<file path="src/rtl/dff_write_arbiter_pkg.sv">
// Shared types for the DFF write arbiter: FSM state encoding and pointer-width helper.
// Latency: n/a (types and constants only).
// Backpressure: n/a.
package dff_arb_pkg;

    typedef enum logic [1:0] {
        IDLE   = 2'd0,
        GRANT  = 2'd1,
        COMMIT = 2'd2
    } arb_state_e;

    localparam int unsigned MIN_REQ = 2;
    localparam int unsigned MAX_REQ = 8;

    // Width of an index into N requesters; never below 1 bit.
    function automatic int unsigned ptr_w(input int unsigned n);
        return (n <= 2) ? 1 : $clog2(n);
    endfunction

endpackage

</file>
<file path="src/rtl/dff_write_arbiter_if.sv">
// Requester-side bus of the DFF write arbiter (request, data, grant, ack, register view).
// Latency: n/a (wiring only).
// Backpressure: requesters hold Req/Din until Gnt; Lock only exists with DFF_ARB_LOCK_EN.
interface dff_write_arbiter_if #(
    parameter int N_REQ = 4,
    parameter int WIDTH = 8
);
    import dff_arb_pkg::*;

    localparam int PW = ptr_w(N_REQ);

    logic [N_REQ-1:0]       Req;
    logic [N_REQ*WIDTH-1:0] Din;
`ifdef DFF_ARB_LOCK_EN
    logic [N_REQ-1:0]       Lock;
`endif
    logic [N_REQ-1:0]       Gnt;
    logic [N_REQ-1:0]       Ack;
    logic [PW-1:0]          Owner;
    logic                   Busy;
    logic [WIDTH-1:0]       Q;
    logic [WIDTH-1:0]       Qbar;

`ifdef DFF_ARB_LOCK_EN
    modport master (output Req, Din, Lock, input Gnt, Ack, Owner, Busy, Q, Qbar);
    modport slave  (input Req, Din, Lock, output Gnt, Ack, Owner, Busy, Q, Qbar);
`else
    modport master (output Req, Din, input Gnt, Ack, Owner, Busy, Q, Qbar);
    modport slave  (input Req, Din, output Gnt, Ack, Owner, Busy, Q, Qbar);
`endif

endinterface

</file>
<file path="src/rtl/dff_write_arbiter_rr_pick.sv">
// Round-robin picker: first set request bit at or above the pointer, wrapping modulo N_REQ.
// Latency: combinational, zero cycles.
// Backpressure: none; valid_o low when no request is pending.
module rr_pick
    import dff_arb_pkg::*;
#(
    parameter int N_REQ = 4,
    parameter int PW    = ptr_w(N_REQ)
) (
    input  logic [N_REQ-1:0] req_i,
    input  logic [PW-1:0]    ptr_i,
    output logic [PW-1:0]    winner_o,
    output logic             valid_o
);

    logic [PW:0]   sum;
    logic [PW-1:0] idx;

    // Scan from the pointer upward; the first hit wins and later hits are ignored.
    always_comb begin
        winner_o = '0;
        valid_o  = 1'b0;
        sum      = '0;
        idx      = '0;
        for (int off = 0; off < N_REQ; off++) begin
            sum = {1'b0, ptr_i} + (PW+1)'(off);
            if (sum >= (PW+1)'(N_REQ)) begin
                sum = sum - (PW+1)'(N_REQ);
            end
            idx = sum[PW-1:0];
            if (!valid_o && req_i[idx]) begin
                valid_o  = 1'b1;
                winner_o = idx;
            end
        end
    end

endmodule

</file>
<file path="src/rtl/dff_write_arbiter.sv">
// Round-robin write arbiter in front of a shared WIDTH-bit D register (Q/Qbar); DFF_ARB_LOCK_EN adds Lock bursts.
// Latency: Req seen in IDLE -> Gnt next cycle -> Q updated and Ack the cycle after; 1 write per 2 cycles sustained.
// Backpressure: requesters hold Req/Din until Gnt and drop Req by the cycle after Ack, else they are re-arbitrated.
module dff_write_arbiter
    import dff_arb_pkg::*;
#(
    parameter int N_REQ = 4,
    parameter int WIDTH = 8
) (
    input  logic               Clk,
    input  logic               Clr,
    dff_write_arbiter_if.slave bus
);

    localparam int PW = ptr_w(N_REQ);

    arb_state_e       state_q, state_d;
    logic [PW-1:0]    ptr_q, ptr_d;
    logic [PW-1:0]    win_q, win_d;
    logic [PW-1:0]    owner_q, owner_d;
    logic [N_REQ-1:0] gnt_q, gnt_d;
    logic [N_REQ-1:0] ack_q, ack_d;
    logic [WIDTH-1:0] q_q, q_d;

    logic [WIDTH-1:0] din_arr [N_REQ];
    logic [PW-1:0]    win_inc;
    logic [PW-1:0]    pick_ptr;
    logic [PW-1:0]    pick_win;
    logic             pick_vld;
    logic             burst;

    // Unpack the flat data bus so the winner index selects a whole word.
    for (genvar i = 0; i < N_REQ; i++) begin : g_din
        assign din_arr[i] = bus.Din[i*WIDTH +: WIDTH];
    end

    assign win_inc = (win_q == PW'(N_REQ - 1)) ? '0 : win_q + 1'b1;

    // In COMMIT the next winner is chosen with the pointer as it will be after this write.
    assign pick_ptr = (state_q == COMMIT) ? win_inc : ptr_q;

    rr_pick #(
        .N_REQ (N_REQ),
        .PW    (PW)
    ) u_rr_pick (
        .req_i    (bus.Req),
        .ptr_i    (pick_ptr),
        .winner_o (pick_win),
        .valid_o  (pick_vld)
    );

`ifdef DFF_ARB_LOCK_EN
    // A locked requester still requesting keeps the register for back-to-back writes.
    assign burst = (state_q == COMMIT) && bus.Lock[win_q] && bus.Req[win_q];
`else
    assign burst = 1'b0;
`endif

    // Next-state and registered-output decode; grant and ack are each one-cycle pulses.
    always_comb begin
        state_d = state_q;
        ptr_d   = ptr_q;
        win_d   = win_q;
        owner_d = owner_q;
        gnt_d   = '0;
        ack_d   = '0;
        q_d     = q_q;
        unique case (state_q)
            IDLE: begin
                if (pick_vld) begin
                    state_d         = GRANT;
                    win_d           = pick_win;
                    owner_d         = pick_win;
                    gnt_d[pick_win] = 1'b1;
                end
            end
            GRANT: begin
                // The write commits even if the requester has already dropped Req.
                q_d          = din_arr[win_q];
                ack_d[win_q] = 1'b1;
                state_d      = COMMIT;
            end
            COMMIT: begin
                if (burst) begin
                    state_d      = GRANT;
                    owner_d      = win_q;
                    gnt_d[win_q] = 1'b1;
                end else begin
                    ptr_d = win_inc;
                    if (pick_vld) begin
                        state_d         = GRANT;
                        win_d           = pick_win;
                        owner_d         = pick_win;
                        gnt_d[pick_win] = 1'b1;
                    end else begin
                        state_d = IDLE;
                    end
                end
            end
            default: begin
                state_d = IDLE;
            end
        endcase
    end

    // State and register bank; Clr overrides everything, dropping any write in flight.
    always_ff @(posedge Clk) begin
        if (Clr) begin
            state_q <= IDLE;
            ptr_q   <= '0;
            win_q   <= '0;
            owner_q <= '0;
            gnt_q   <= '0;
            ack_q   <= '0;
            q_q     <= '0;
        end else begin
            state_q <= state_d;
            ptr_q   <= ptr_d;
            win_q   <= win_d;
            owner_q <= owner_d;
            gnt_q   <= gnt_d;
            ack_q   <= ack_d;
            q_q     <= q_d;
        end
    end

    assign bus.Gnt   = gnt_q;
    assign bus.Ack   = ack_q;
    assign bus.Owner = owner_q;
    assign bus.Busy  = (state_q != IDLE);
    assign bus.Q     = q_q;
    assign bus.Qbar  = ~q_q;

endmodule

</file>
<file path="src/flat_wrapper.sv">
// flat-port wrapper written by rule: the top's interface ports become plain ports
module dff_write_arbiter_flat import dff_arb_pkg::*;
#(
    parameter int N_REQ = 4,
    parameter int WIDTH = 8
)
  (Clk, Clr, bus_Req, bus_Din, bus_Gnt, bus_Ack, bus_Owner, bus_Busy, bus_Q, bus_Qbar);
  dff_write_arbiter_if #(.N_REQ(N_REQ), .WIDTH(WIDTH)) bus_i ();
  input  logic Clk;
  input  logic Clr;
  input wire logic [$bits(bus_i.Req)-1:0] bus_Req;
  input wire logic [$bits(bus_i.Din)-1:0] bus_Din;
  output wire logic [$bits(bus_i.Gnt)-1:0] bus_Gnt;
  output wire logic [$bits(bus_i.Ack)-1:0] bus_Ack;
  output wire logic [$bits(bus_i.Owner)-1:0] bus_Owner;
  output wire logic [$bits(bus_i.Busy)-1:0] bus_Busy;
  output wire logic [$bits(bus_i.Q)-1:0] bus_Q;
  output wire logic [$bits(bus_i.Qbar)-1:0] bus_Qbar;
  assign bus_i.Req = bus_Req;
  assign bus_i.Din = bus_Din;
  assign bus_Gnt = bus_i.Gnt;
  assign bus_Ack = bus_i.Ack;
  assign bus_Owner = bus_i.Owner;
  assign bus_Busy = bus_i.Busy;
  assign bus_Q = bus_i.Q;
  assign bus_Qbar = bus_i.Qbar;
  dff_write_arbiter #(.N_REQ(N_REQ), .WIDTH(WIDTH)) u_core (.Clk(Clk), .Clr(Clr), .bus(bus_i));
endmodule
</file>
<file path="config.mk">
export PLATFORM = sky130hd
export DESIGN_NAME = dff_write_arbiter_flat
export DESIGN_NICKNAME = d
export VERILOG_FILES = /design/src/rtl/dff_write_arbiter_pkg.sv /design/src/rtl/dff_write_arbiter_if.sv /design/src/rtl/dff_write_arbiter_rr_pick.sv /design/src/rtl/dff_write_arbiter.sv /design/src/flat_wrapper.sv
export SDC_FILE = /design/constraint.sdc
export NUM_CORES = 1
export LEC_CHECK = 0
export ABC_AREA = 1
export CAP_MARGIN = 20
export CORE_ASPECT_RATIO = 1.1
export CORE_MARGIN = 2
export CORE_UTILIZATION = 25
export CTS_CLUSTER_DIAMETER = 120
export DETAILED_ROUTE_END_ITERATION = 7
export PLACE_DENSITY = 0.52
export SLEW_MARGIN = 0
export SYNTH_ARGS = -nofsm -noshare
export SYNTH_HDL_FRONTEND = slang
export SYNTH_HIERARCHICAL = 1
export SYNTH_SLANG_ARGS = --single-unit
</file>
<file path="constraint.sdc">
create_clock -name Clk -period 5.4 [get_ports Clk]
set_clock_uncertainty 0.05 [all_clocks]
set_input_delay 1.08 -clock Clk [delete_from_list [all_inputs] [get_ports Clk]]
set_output_delay 1.08 -clock Clk [all_outputs]
set_load 0.1 [all_outputs]
</file>
## Word-level counts from Yosys, hierarchy flattened

Index checks and enable logic that the tools add are counted.

| storage, ports and cells | value |
|---|---|
| register bits | 22 |
| latch bits | 0 |
| RAM bits | 0 |
| ROM bits | 0 |
| input bits | 38 |
| output and inout bits | 27 |
| word-level logic and storage cells | 82 |
| memories | 0 |

| cells by class | value |
|---|---|
| $add $sub $neg | 8 |
| $mul | 0 |
| div/mod/pow operators | 0 |
| $lt $le $gt $ge | 13 |
| eq/ne operators | 4 |
| shifts and indexed selects | 0 |
| muxes and demuxes | 32 |
| bitwise logic cells | 5 |
| reductions and logical operators | 14 |

Operators with widths:

| operator | count |
|---|---|
| $mux W2 | 11 |
| $lt A2 B3 Y1 const B | 6 |
| $bmux W8 S2 | 1 |
| $mux W8 | 2 |
| $ge A3 B3 Y1 const B | 4 |
| $mux W1 | 11 |
| $bmux W1 S2 | 4 |
| $not A8 Y8 | 1 |
| $sub A2 B1 Y2 const B | 4 |
| $add A2 B2 Y3 const B | 2 |
| $pmux W2 S3 | 1 |
| $logic_and A1 B1 Y1 | 5 |
| $demux W1 S2 | 2 |
| $eq A2 B2 Y1 const B | 2 |
| $ge A2 B1 Y1 const B | 2 |
| $reduce_or A2 Y1 | 2 |
| $add A2 B1 Y3 const B | 1 |
| $ge A2 B3 Y1 const B | 1 |
| $logic_not A1 Y1 | 3 |
| $not A1 Y1 | 3 |
| $not A2 Y3 | 1 |
| $reduce_or A3 Y1 | 1 |
| $add A2 B1 Y2 const B | 1 |
| $eq A2 B1 Y1 const B | 1 |
| other kinds (4) | 4 |

## Depth between registers and ports, before layout

Gate-level depths: netlist (run 1).

| depth | value |
|---|---|
| depth in word-level cells | 21 |
| mapped depth | 18 |
| gate-level depth less buffers | 18 |

## Hierarchy

Netlist (run 1), hierarchy kept.

By module, submodules not included:

| module | instances | cells an instance | area an instance (um2) | sequential area each (um2) |
|---|---|---|---|---|
| dff_write_arbiter | 1 | 154 | 1183.6 | 440.4 |
| rr_pick | 1 | 59 | 319.1 | 0.0 |

## Least setup slack after synthesis (run 1)

No wires, ideal clock.

| path | value |
|---|---|
| kind | register to register |
| from | register, netlist name u_core/bus.Owner[0] |
| to | register u_core.gnt_q[0], in the netlist u_core/bus.Gnt[0] |
| library setup time | 0.078 ns |
| arrival | 2.871 ns |
| data required time | 5.272 ns |
| slack | 2.401 ns |
| cell stages (with the launch flop) | 17 |
| path buffers | 2 |
| clock period less this slack | 2.999 ns |
| path through | dfxtp_1 buf_6 inv_8 buf_12 ha_1 o21ai_0 inv_1 inv_2 nand2_4 nand2_4 nand2_1 o21ai_1 nand3b_1 nand2_1 inv_1 nand2_1 nor3_1 |

RTL lines:

| element | RTL line | source |
|---|---|---|
| end signal: assignment | dff_write_arbiter.sv:121 | `gnt_q <= gnt_d;` |
| end: declaration | dff_write_arbiter.sv:21 | `logic [N_REQ-1:0] gnt_q, gnt_d;` |

## Worst setup path after layout (run 1)

| path | value |
|---|---|
| from | register u_core.owner_q[0], in the netlist u_core/bus.Owner[0] |
| to | output bus_Owner[0] |

RTL lines:

| element | RTL line | source |
|---|---|---|
| start: declaration | dff_write_arbiter.sv:20 | `logic [PW-1:0] owner_q, owner_d;` |
| start signal: assignment | dff_write_arbiter.sv:120 | `owner_q <= owner_d;` |
| end: declaration | flat_wrapper.sv:15 | `output wire logic [$bits(bus_i.Owner)-1:0] bus_Owner;` |

No word-level cell between the ends.

==> results of run 1 <==
## layout make-up
cell class | count | area share
Tap cell | 77 | 0.0434
Sequential cell | 22 | 0.198
Clock inverter | 1 | 0.0135
Multi-Input combinational cell | 151 | 0.378
Inverter | 33 | 0.0592
Timing Repair Buffer | 64 | 0.289
Clock buffer | 3 | 0.0186
## through the flow
stage               setup WS [ns]  utilization  power, mW
floorplan                    2.40            -      0.922
global placement             2.15        0.370       1.07
CTS                          1.84        0.382       1.23
finish                       1.87        0.382       1.21
detailed placement           2.14        0.370       1.07
global route                 1.80        0.382       1.29
## worst paths after layout
path	end	slack, ns	cells past startpoint
setup / recovery	bus_Owner[0]	1.87	1
hold / removal	u_core/ptr_q[0]$_SDFF_PP0_	0.42	2
setup reg to reg	u_core/bus.Gnt[2]$_SDFF_PP0_	2.46	14
hold reg to reg	u_core/ptr_q[0]$_SDFF_PP0_	0.42	2
## state kept, by name (all words and copies together), names as in the netlist
register,count
u_core/bus.Gnt,4
u_core/bus.Ack,4
u_core/state_q,2
u_core/ptr_q,2
u_core/bus.Q,8
u_core/bus.Owner,2
## per-layer routing
| layer | share of wire | GRT usage | routed length [um] | vias up |
|---|---|---|---|---|
| met5 | 0 | 0 | 0 | - |
| met4 | 0.0054 | 0.0335 | 21 | 0 |
| met3 | 0.071 | 0.0202 | 276 | 2 |
| met2 | 0.45 | 0.195 | 1760 | 56 |
| met1 | 0.47 | 0.150 | 1820 | 619 |
| li1 | - | - | - | 780 |
## synth_stat cells, types with 2 or more instances
library cell,count
dfxtp_1,22
nand2_2,17
nor2_4,2
o21ai_0,10
ha_1,4
nand2_1,62
o21ai_1,2
inv_1,28
buf_6,3
nor2_1,7
inv_2,4
nor3_1,4
a21oi_2,7
buf_8,2
nand3_2,10
nand3_1,14
a21oi_1,5
nand2_4,4
## cells in the final DEF (no fill, tap or decap), types with 3 or more instances in the layout
cell type        Yosys  layout
clkbuf_8             0       3
nor2_1               7       7
nor3_1               4       4
inv_2                4       4
nand3_1             14      14
nand2_1             62      62
a21oi_2              7       7
nand3_2             10      10
nand2_4              4       4
ha_1                 4       4
clkdlybuf4s50_1      0      64
o21ai_0             10      10
inv_1               28      28
nand2_2             17      17
dfxtp_1             22      22
a21oi_1              5       5
## tightest hold or removal path, stage by stage, from the launching register on
cell and delay (ns):
dfxtp_1 0.30, nand2_1 0.07, a21oi_1 0.06
## power by group through the flow
stage                     Clock, mW  Sequential (mW)  Combinational, mW
final                         0.149            0.249              0.811
after global routing          0.164            0.257              0.872
after CTS                     0.156            0.251              0.820
after detailed placement          0            0.255              0.818
after global placement            0            0.255              0.816
after floorplan                   0            0.451              0.471
## cells by family (layout without fill, tap and decap cells)
kind of cell,after synthesis,count (layout),share of synthesized area
AND/OR/NAND/NOR,123,123,0.428
flip-flops,22,22,0.293
buffers and inverters,40,101,0.148
AO/OA/AOI/OAI,24,24,0.0974
adder cells (fa/ha/maj),4,4,0.0333
==> metrics.md, run 1 <==
| Metric | Value |
|---|---|
| Status | `finished clean` |
| CP startpoint | `u_core/bus.Owner[0]$_SDFFE_PP0P_` |
| Worst Path Arrival | `about 2.4 ns` |
| Inst Count DP | `~350` |
| CTS tree | `yes` |
| P_int | `approximately 0.51 mW` |
| First-pass GRT wire length | `about 6200 um` |
| Crit Reg-Reg Startpoint | `u_core/bus.Owner[0]$_SDFFE_PP0P_` |
| Tcrit/Tclk final | `0.653` |
| H-tree levels | `1` |
| Max IR drop VDD | `267 uV` |
| Synth top area share | `0.293` |
| Initial antenna violation count | `0` |
| Area of the multi-input gates | `between 800 and 900 um2` |
| CP Cell Sequence | `clkdlybuf4s50_1` |
| RSZ-0062 raised after global routing | `no` |
| Clock latency on the worst-skew pair | `0.26 ns` |
| Top FF cell, synth | `dfxtp_1` |
| Antenna cells | `0` |
| Layout cell share with drive strength beyond 1 | `0.182` |
| Final instance area | `0.00222 mm2` |
| Vias in the first global route | `between 1000 and 1500` |
| Number of synthesized register bits | `22` |
| Required @ worst endpoint | `about 4.3 ns` |
| DP Wirelength | `just under 3000 um` |
| Net switching power | `0.700 mW` |
| Layout fillers | `616` |
| Root Driver | `clkbuf_8` |
| CTS hold repair buffers | `0` |
| Post-DP Area | `approximately 0.0021 mm2` |
| Slowest cell on crit path | `clkdlybuf4s50_1` |
| Power share of the sequential group | `0.206` |
| CTS Sinks | `22` |
| Setup TNS | `0 ns` |
| Post-CTS sizing | `0` |
| Die height | `85.3 um` |
| DIE AREA | `around 0.0066 mm2` |
| Initial DRC count | `48` |
| Total CTS buffers | `3` |
| Leak Pwr | `0.977 nW` |
| Yosys cell types | `24` |
| Initial core utilization | `0.259` |
| Time the worst path needs with I/O delays and setup | `roughly 3.5 ns` |
| Core area | `0.00581 mm2` |
| Kind of end point of the critical path | `output pin` |
| Maxcap violations | `0` |
| Mapped Nets | `approximately 260` |
| Max Freq | `around 280 MHz` |
| CP max FO | `20` |
| CTS clk-pin slew, worst paths | `roughly 0.08 ns` |
| Port Buf Inserts | `64` |
| Post-CTS Setup Bufs | `0` |
| DRC violations left | `0` |
| Rows | `29` |
| Critical path type | `register to output pin` |
| Hold Crit Start | `u_core/ptr_q[0]$_SDFF_PP0_` |
| Syn. warnings | `6` |
| Post-Route WL | `approximately 3900 um` |
| GP Congestion | `approximately 0.82` |
| Final hold slack | `around 0.42 ns` |
| Worst slew margin | `0.351` |
| Number of flops mapped to enable cells by yosys | `0` |
| Register Area | `440 um2` |
| Worst-case clock buffer depth | `2` |
| # IOs | `between 60 and 70` |
| GRT overflow | `0` |
| Startpoint types | `register` |
| Critical path's top delay family | `buffers and inverters` |
| Async SR Flop Fraction | `0` |
| Delay of the slowest cell on the worst path | `between 1 and 1.5 ns` |
| Post-Synthesis Cells | `about 210` |
| Area growth, synth to finish | `47.7%` |
| Syn avg cell area | `roughly 7.1 um2` |
| Clock share of power | `0.124` |
| Net Sw Frac | `0.579` |
| Top cells by area, synth | `dfxtp_1, nand2_1, nand2_2` |
| DR vias/cell | `between 4 and 5` |
| Min-Delay Path Class | `register to register` |
| Endpoints failing setup | `0` |
| Buf+Inv Stages, Crit Path | `1` |
| Fin nets | `roughly 320` |
| Total GRT Usage | `0.115` |
| Synth area leader | `dfxtp_1` |
| Chip Width | `approximately 78 um` |
| Final hold violations | `0` |
| Slew of the pin with the lowest slew margin | `between 0.9 and 1 ns` |
| Final cell count without fillers | `~350` |
| Synthesized cell area | `0.00150 mm2` |
| PD cells | `545 mW/mm2` |
| Drt wl/cell | `11.1 um` |
| Combinational share of power | `0.670` |
| Max Slew Vio Count | `0` |
| Largest net degree at the start of global routing | `21` |
| Seq/Total Area, Yosys | `0.293` |
| Antenna Violating Nets Remaining | `0` |
| Vias | `between 1000 and 1500` |
| Drt first pass iters | `5` |
Power figures use the tool's default switching activity.
==> run 2: changes to the inputs <==
clock period = 3.3 ns   (was 5.4 ns; I/O delays follow)
==> run 2 against run 1 <==
  * Non-clock buffer count up 2
  * Die area unchanged
  * Sequential share of layout area up 0.48 points
  * Global-route usage up 0.66 points
  * Design area down 2.4%
  * Sequential cell count unchanged
  * Critical path type is now register to register
  * Largest cell class unchanged
  * Largest power group unchanged
  * Highest routed layer unchanged
==> metrics.md, run 2 (synthesized netlist as in run 1, its figures left out) <==
| Metric | Value |
|---|---|
| Required @ worst endpoint | `3.44 ns (-0.83 ns)` |
| Flip-flop count of the largest register after layout | `8 (unchanged)` |
| CTS Sinks | `22 (unchanged)` |
| Max IR drop VDD | `411 uV (+54%)` |
| Drt wl/cell | `11.4 um (+3.2%)` |
| Final instance area | `0.00217 mm2 (-2.4%)` |
| Endpoints failing setup | `0 (unchanged)` |
| R2R cell count | `14 (unchanged)` |
| Antenna cells | `0 (unchanged)` |
| Total power draw | `1.98 mW (+64%)` |
| Final hold violations | `0 (unchanged)` |
| Crit Reg-Reg Startpoint | `u_core/bus.Owner[0]$_SDFFE_PP0P_` |
| GRT overflow | `0 (unchanged)` |
| Antenna Violating Nets Remaining | `0 (unchanged)` |
| Worst Path Arrival | `2.77 ns (+0.37 ns)` |
| Final core occ | `0.373 (-0.00905)` |
| FF-to-FF End | `u_core/bus.Gnt[3]$_SDFF_PP0_` |
| CTS tree | `yes` |
| Vias in the first global route | `1332 (-0.45%)` |
| CTS clk-pin slew, worst paths | `0.08 ns (about the same)` |
| Final hold slack | `0.425 ns (+0.000315 ns)` |
| WHS Endpoint | `u_core/ptr_q[0]$_SDFF_PP0_` |
| CTS hold repair buffers | `0 (unchanged)` |
| Largest net degree at the start of global routing | `21 (unchanged)` |
| Tcrit/Tclk final | `0.796` |
| Chip Width | `77.9 um (unchanged)` |
| Critical path type | `register to register` |
| Die height | `85.3 um (unchanged)` |
| Total CTS buffers | `3 (unchanged)` |
| Hold path depth | `2 (unchanged)` |
| # IOs | `65 (unchanged)` |
| Fin nets | `319 (+0.63%)` |
| Worst-case clock buffer depth | `2 (unchanged)` |
| Startpoint types | `register` |
| Core area | `0.00581 mm2 (unchanged)` |
| Initial DRC count | `62 (+29%)` |
| Initial antenna violation count | `0 (unchanged)` |
| Initial core utilization | `0.259 (unchanged)` |
| DRC violations left | `0 (unchanged)` |
| Leak Pwr | `1.02 nW (+4.6%)` |
| Clock latency on the worst-skew pair | `0.26 ns (about the same)` |
| Post-Route WL | `4030 um (+3.8%)` |
| H-tree levels | `1 (unchanged)` |
| Kind of end point of the critical path | `register` |
| CP max FO | `20 (unchanged)` |
| Worst slew margin | `0.682 (+0.331)` |
| Commonest non-fill, non-tap cells in the layout | `nand2_1, clkdlybuf4s50_1, buf_4` |
| Max Freq | `381 MHz` |
| Pre-CTS WS | `0.673 ns (-1.47 ns)` |
| Leading cell type in the layout, fill and taps excluded | `nand2_1` |
| Drt first pass iters | `4 (-1)` |
| Maxcap violations | `0 (unchanged)` |
| PD cells | `913 mW/mm2 (+68%)` |
| Total GRT Usage | `0.122 (+0.00656)` |
| DP Wirelength | `3110 um (+4.3%)` |
| Time the worst path needs with I/O delays and setup | `between 2 and 3 ns` |
| Root Driver | `clkbuf_8` |
| Inst Count DP | `349 (+0.58%)` |
| Reg-to-reg slack, setup | `0.67 ns (-1.79 ns)` |
| Area growth, synth to finish | `44.2%` |
| Min-Delay Path Class | `register to register` |
| Setup TNS | `0 ns (unchanged)` |
| Vias | `1445 (-0.82%)` |
| First-pass GRT wire length | `6420 um (+4.0%)` |
| Rows | `29 (unchanged)` |
| Layout cell share with drive strength beyond 1 | `0.286 (+0.104)` |
| Max Slew Vio Count | `0 (unchanged)` |
| Port Buf Inserts | `64 (unchanged)` |
| GP Congestion | `0.809 (-1.3%)` |
| Final cell count without fillers | `353 (+0.57%)` |
| Status | `finished clean` |
| Hold Crit Start | `u_core/ptr_q[0]$_SDFF_PP0_` |
| Final WS setup | `0.674 ns (-1.20 ns)` |
| DR vias/cell | `4.09 (-1.4%)` |
| Post-CTS Setup Bufs | `0 (unchanged)` |
| Post-DP Area | `0.00210 mm2 (-2.4%)` |
| Post-CTS sizing | `0 (unchanged)` |
| RSZ-0062 raised after global routing | `no` |
| DIE AREA | `0.00665 mm2 (unchanged)` |
| Slew of the pin with the lowest slew margin | `0.476 ns (-0.494 ns)` |
run 2: cell types whose count changed in the layout (fill, tap and decap cells not counted), sizes merged:
cell | before | now
buf | 0 | 29
clkdlybuf4s50 | 64 | 37
run 2: worst max path at each step:
stage	from	to	slack (ns)	cells after the start
3_3_place_gp	u_core/bus.Owner[0]$_SDFFE_PP0P_	u_core/bus.Gnt[2]$_SDFF_PP0_	0.70	14
5_1_grt	u_core/bus.Owner[0]$_SDFFE_PP0P_	u_core/bus.Gnt[2]$_SDFF_PP0_	0.34	14
3_5_place_dp	u_core/bus.Owner[0]$_SDFFE_PP0P_	u_core/bus.Gnt[3]$_SDFF_PP0_	0.67	14
6_report	u_core/bus.Owner[0]$_SDFFE_PP0P_	u_core/bus.Gnt[3]$_SDFF_PP0_	0.67	14
4_1_cts	u_core/bus.Owner[0]$_SDFFE_PP0P_	u_core/bus.Gnt[3]$_SDFF_PP0_	0.65	14
2_1_floorplan	u_core/bus.Owner[0]$_SDFFE_PP0P_	u_core/bus.Gnt[0]$_SDFF_PP0_	0.30	16
run 2: routing by layer:
layer	vias up	global-route usage	part of all wire
li1	783	-	-
met1	602	0.164	0.48
met2	56	0.194	0.45
met3	4	0.0234	0.069
met4	0	0.0431	0.0087
met5	-	0	0
run 2: worst max-delay path, stage by stage (launching register included):
cell and delay [ns]:
dfxtp_1 0.61, inv_8 0.15, ha_1 0.31, o21ai_0 0.24
inv_1 0.16, inv_2 0.15, nand2_4 0.06, nand2_4 0.08
nand2_1 0.05, o21ai_1 0.12, nand3b_1 0.15, nand2_1 0.11
inv_1 0.07, nand2_1 0.10, nor3_1 0.15
run 2: cell type report:
cell class              instances  area [um2]
flip-flops and latches         22         440
well taps                      77        96.3
clock inverters                 1        30.0
fillers                       610        3640
repair buffers                 66         588
inverters                      33         131
multi-input cells             151         840
clock buffers                   3        41.3
run 2: where the power goes:
part / internal, mW / total (mW) / leakage, nW / switching, mW
logic: 0.328 / 1.35 / 0.805 / 1.02
registers: 0.326 / 0.383 / 0.181 / 0.0570
clock network: 0.162 / 0.248 / 0.0357 / 0.0864
==> run 3: changes to the inputs <==
clock period = 2.6 ns   (was 3.3 ns; I/O delays follow)
==> run 3 against run 2 <==
  * Combinational power is 29% higher
  * Non-clock buffer count rose by 3
  * Register-to-register slack got worse by 0.36 ns
  * Sequential power is 25% higher
  * Utilization grew 0.39 points
  * Global-route usage grew 0.072 points
  * Critical path type unchanged
  * Highest routed layer unchanged
==> metrics.md, run 3 (synthesized netlist as in run 1, its figures left out) <==
| Metric | Value |
|---|---|
| Status | `finished clean` |
| WHS Endpoint | `u_core/ptr_q[0]$_SDFF_PP0_` |
| Antenna cells | `0 (unchanged)` |
| Worst-case clock buffer depth | `2 (unchanged)` |
| Total GRT Usage | `0.122 (+0.000718)` |
| Hold path depth | `2 (unchanged)` |
| Core area | `0.00581 mm2 (unchanged)` |
| CP Cell Sequence | `inv_8 -> ha_1 -> o21ai_0 -> inv_1 -> inv_2 -> nand2_4 -> nand2_4 -> nand2_1 -> o21ai_1 -> nand3b_1 -> nand2_1 -> inv_1 -> nand2_1 -> nor3_1` |
| CP max FO | `20 (unchanged)` |
| Post-Route WL | `4070 um (+0.84%)` |
| Root Driver | `clkbuf_8` |
| Net Sw Frac | `0.592 (+0.00457)` |
| Vias in the first global route | `1420 (+6.6%)` |
| Min-Delay Path Class | `register to register` |
| Largest net degree at the start of global routing | `21 (unchanged)` |
| Reg-to-reg slack, setup | `0.32 ns (-0.36 ns)` |
| CTS clk-pin slew, worst paths | `0.08 ns (about the same)` |
| Flip-flop count of the largest register after layout | `8 (unchanged)` |
| Initial antenna violation count | `0 (unchanged)` |
| Layout fillers | `639 (+4.8%)` |
| Total power draw | `2.50 mW (+27%)` |
| RSZ-0062 raised after global routing | `no` |
| Required @ worst endpoint | `2.74 ns (-0.70 ns)` |
| Initial core utilization | `0.259 (unchanged)` |
| PD cells | `1140 mW/mm2 (+25%)` |
| # IOs | `65 (unchanged)` |
| Total CTS buffers | `3 (unchanged)` |
| Startpoint types | `register` |
| Max IR drop VDD | `406 uV (-1.3%)` |
| GP Congestion | `0.837 (+3.5%)` |
| Layout cell share with drive strength beyond 1 | `0.301 (+0.0148)` |
| Hold Crit Start | `u_core/ptr_q[0]$_SDFF_PP0_` |
| Clock share of power | `0.112 (-0.014)` |
| Die height | `85.3 um (unchanged)` |
| Net switching power | `1.48 mW (+28%)` |
| Time the worst path needs with I/O delays and setup | `2.28 ns (-0.342 ns)` |
| Final hold slack | `0.432 ns (+0.00710 ns)` |
| Critical path type | `register to register` |
| GRT overflow | `0 (unchanged)` |
| Endpoints failing setup | `0 (unchanged)` |
| Post-CTS Setup Bufs | `0 (unchanged)` |
| Most common cell on crit path | `nand2_1` |
| DIE AREA | `0.00665 mm2 (unchanged)` |
| Post-CTS sizing | `0 (unchanged)` |
| Setup TNS | `0 ns (unchanged)` |
| Max Freq | `438 MHz (+15%)` |
| Drt first pass iters | `4 (unchanged)` |
| Leading cell type in the layout, fill and taps excluded | `nand2_1` |
| Crit Reg-Reg Startpoint | `u_core/bus.Owner[0]$_SDFFE_PP0P_` |
| Drt wl/cell | `11.4 um (about the same)` |
| Slowest cell on crit path | `dfxtp_4` |
| Fin nets | `322 (+0.94%)` |
| P_int | `1.02 mW (+25%)` |
| Antenna Violating Nets Remaining | `0 (unchanged)` |
| First-pass GRT wire length | `6600 um (+2.8%)` |
| DP Wirelength | `3110 um (about the same)` |
| Leak Pwr | `1.04 nW (+1.4%)` |
| Power share of the sequential group | `0.191 (-0.002)` |
| R2R cell count | `14 (unchanged)` |
| Tcrit/Tclk final | `0.879 (+0.0829)` |
| Initial DRC count | `52 (-16%)` |
| Buf+Inv Stages, Crit Path | `4 (unchanged)` |
| CTS Sinks | `22 (unchanged)` |
| Critical path's top delay family | `simple AND/OR/NAND/NOR gates` |
| Chip Width | `77.9 um (unchanged)` |
| CTS hold repair buffers | `0 (unchanged)` |
| Delay of the slowest cell on the worst path | `0.41 ns (-0.20 ns)` |
| CTS tree | `yes` |
| Port Buf Inserts | `64 (unchanged)` |
| DR vias/cell | `4.18 (+2.1%)` |
| Worst slew margin | `0.683 (+0.00130)` |
| Final hold violations | `0 (unchanged)` |
| Worst Path Arrival | `2.43 ns (-0.34 ns)` |
| Combinational share of power | `0.696 (+0.015)` |
| Maxcap violations | `0 (unchanged)` |
| Vias | `1488 (+3.0%)` |
| Rows | `29 (unchanged)` |
| Clock latency on the worst-skew pair | `0.26 ns (about the same)` |
| FF-to-FF End | `u_core/bus.Gnt[2]$_SDFF_PP0_` |
| Max Slew Vio Count | `0 (unchanged)` |
| DRC violations left | `0 (unchanged)` |
| Commonest non-fill, non-tap cells in the layout | `nand2_1, clkdlybuf4s50_1, buf_4` |
| Slew of the pin with the lowest slew margin | `0.474 ns (-0.00194 ns)` |
| Kind of end point of the critical path | `register` |
| Area growth, synth to finish | `45.7%` |
| H-tree levels | `1 (unchanged)` |
run 3: cell count changes in the layout (fill, tap and decap cells not counted):
cell | before | now
dfxtp_2 | 0 | 1
dfxtp_1 | 22 | 20
buf_4 | 29 | 32
clkbuf_16 | 0 | 1
dfxtp_4 | 0 | 1
bufinv_16 | 1 | 0
run 3: layer usage:
| layer | global-route usage | up-vias | share of wire |
|---|---|---|---|
| met3 | 0.0287 | 2 | 0.073 |
| met5 | 0 | - | 0 |
| li1 | - | 794 | - |
| met1 | 0.152 | 631 | 0.46 |
| met2 | 0.214 | 61 | 0.47 |
| met4 | 0.0287 | 0 | 0.0032 |
run 3: stage by stage:
| step | utilization | std cells | area [um2] | setup WS (ns) |
|---|---|---|---|---|
| floorplan | - | 213 | 1510 | 0.0519 |
| global placement | 0.364 | 351 | 2120 | 0.324 |
| detailed placement | 0.364 | 351 | 2120 | 0.313 |
| CTS | 0.376 | 355 | 2180 | 0.293 |
| global route | 0.377 | 356 | 2190 | 0.00573 |
| finish | 0.377 | 356 | 2190 | 0.316 |
run 3: cell type report:
type	instances	area, um2	share of cell area
sequential	22	445	0.203
inverter	33	131	0.0600
clock buffer	4	66.3	0.0303
multi-input combinational	151	840	0.383
timing repair buffer	69	611	0.279
tap	77	96.3	0.0440
run 3: worst max path at each step:
stage | start | slack, ns | cells after the start | endpoint
CTS | u_core/state_q[1]$_SDFFE_PP0P_ | 0.29 | 15 | u_core/bus.Gnt[0]$_SDFF_PP0_
detailed placement | u_core/state_q[1]$_SDFFE_PP0P_ | 0.31 | 15 | u_core/bus.Gnt[0]$_SDFF_PP0_
global route | u_core/bus.Owner[0]$_SDFFE_PP0P_ | 0.006 | 14 | u_core/bus.Gnt[3]$_SDFF_PP0_
global placement | u_core/state_q[1]$_SDFFE_PP0P_ | 0.32 | 15 | u_core/bus.Gnt[1]$_SDFF_PP0_
finish | u_core/bus.Owner[0]$_SDFFE_PP0P_ | 0.32 | 14 | u_core/bus.Gnt[2]$_SDFF_PP0_
floorplan | u_core/bus.Owner[1]$_SDFFE_PP0P_ | 0.05 | 15 | u_core/bus.Gnt[0]$_SDFF_PP0_
run 3: power by group through the flow:
stage	Combinational, mW	Sequential (mW)	Clock [mW]
2_1_floorplan	0.977	0.944	0
3_3_place_gp	1.75	0.489	0
3_5_place_dp	1.75	0.490	0
4_1_cts	1.76	0.482	0.289
5_1_grt	1.87	0.492	0.304
6_report	1.74	0.479	0.282
run 3: worst register-to-register path, cell delays in order, from the launching register on:
cell      delay (ns)
dfxtp_4         0.41
inv_8           0.08
ha_1            0.30
o21ai_0         0.22
inv_1           0.15
inv_2           0.15
nand2_4         0.06
nand2_4         0.08
nand2_1         0.05
o21ai_1         0.11
nand3b_1        0.14
nand2_1         0.10
inv_1           0.07
nand2_1         0.10
nor3_1          0.16
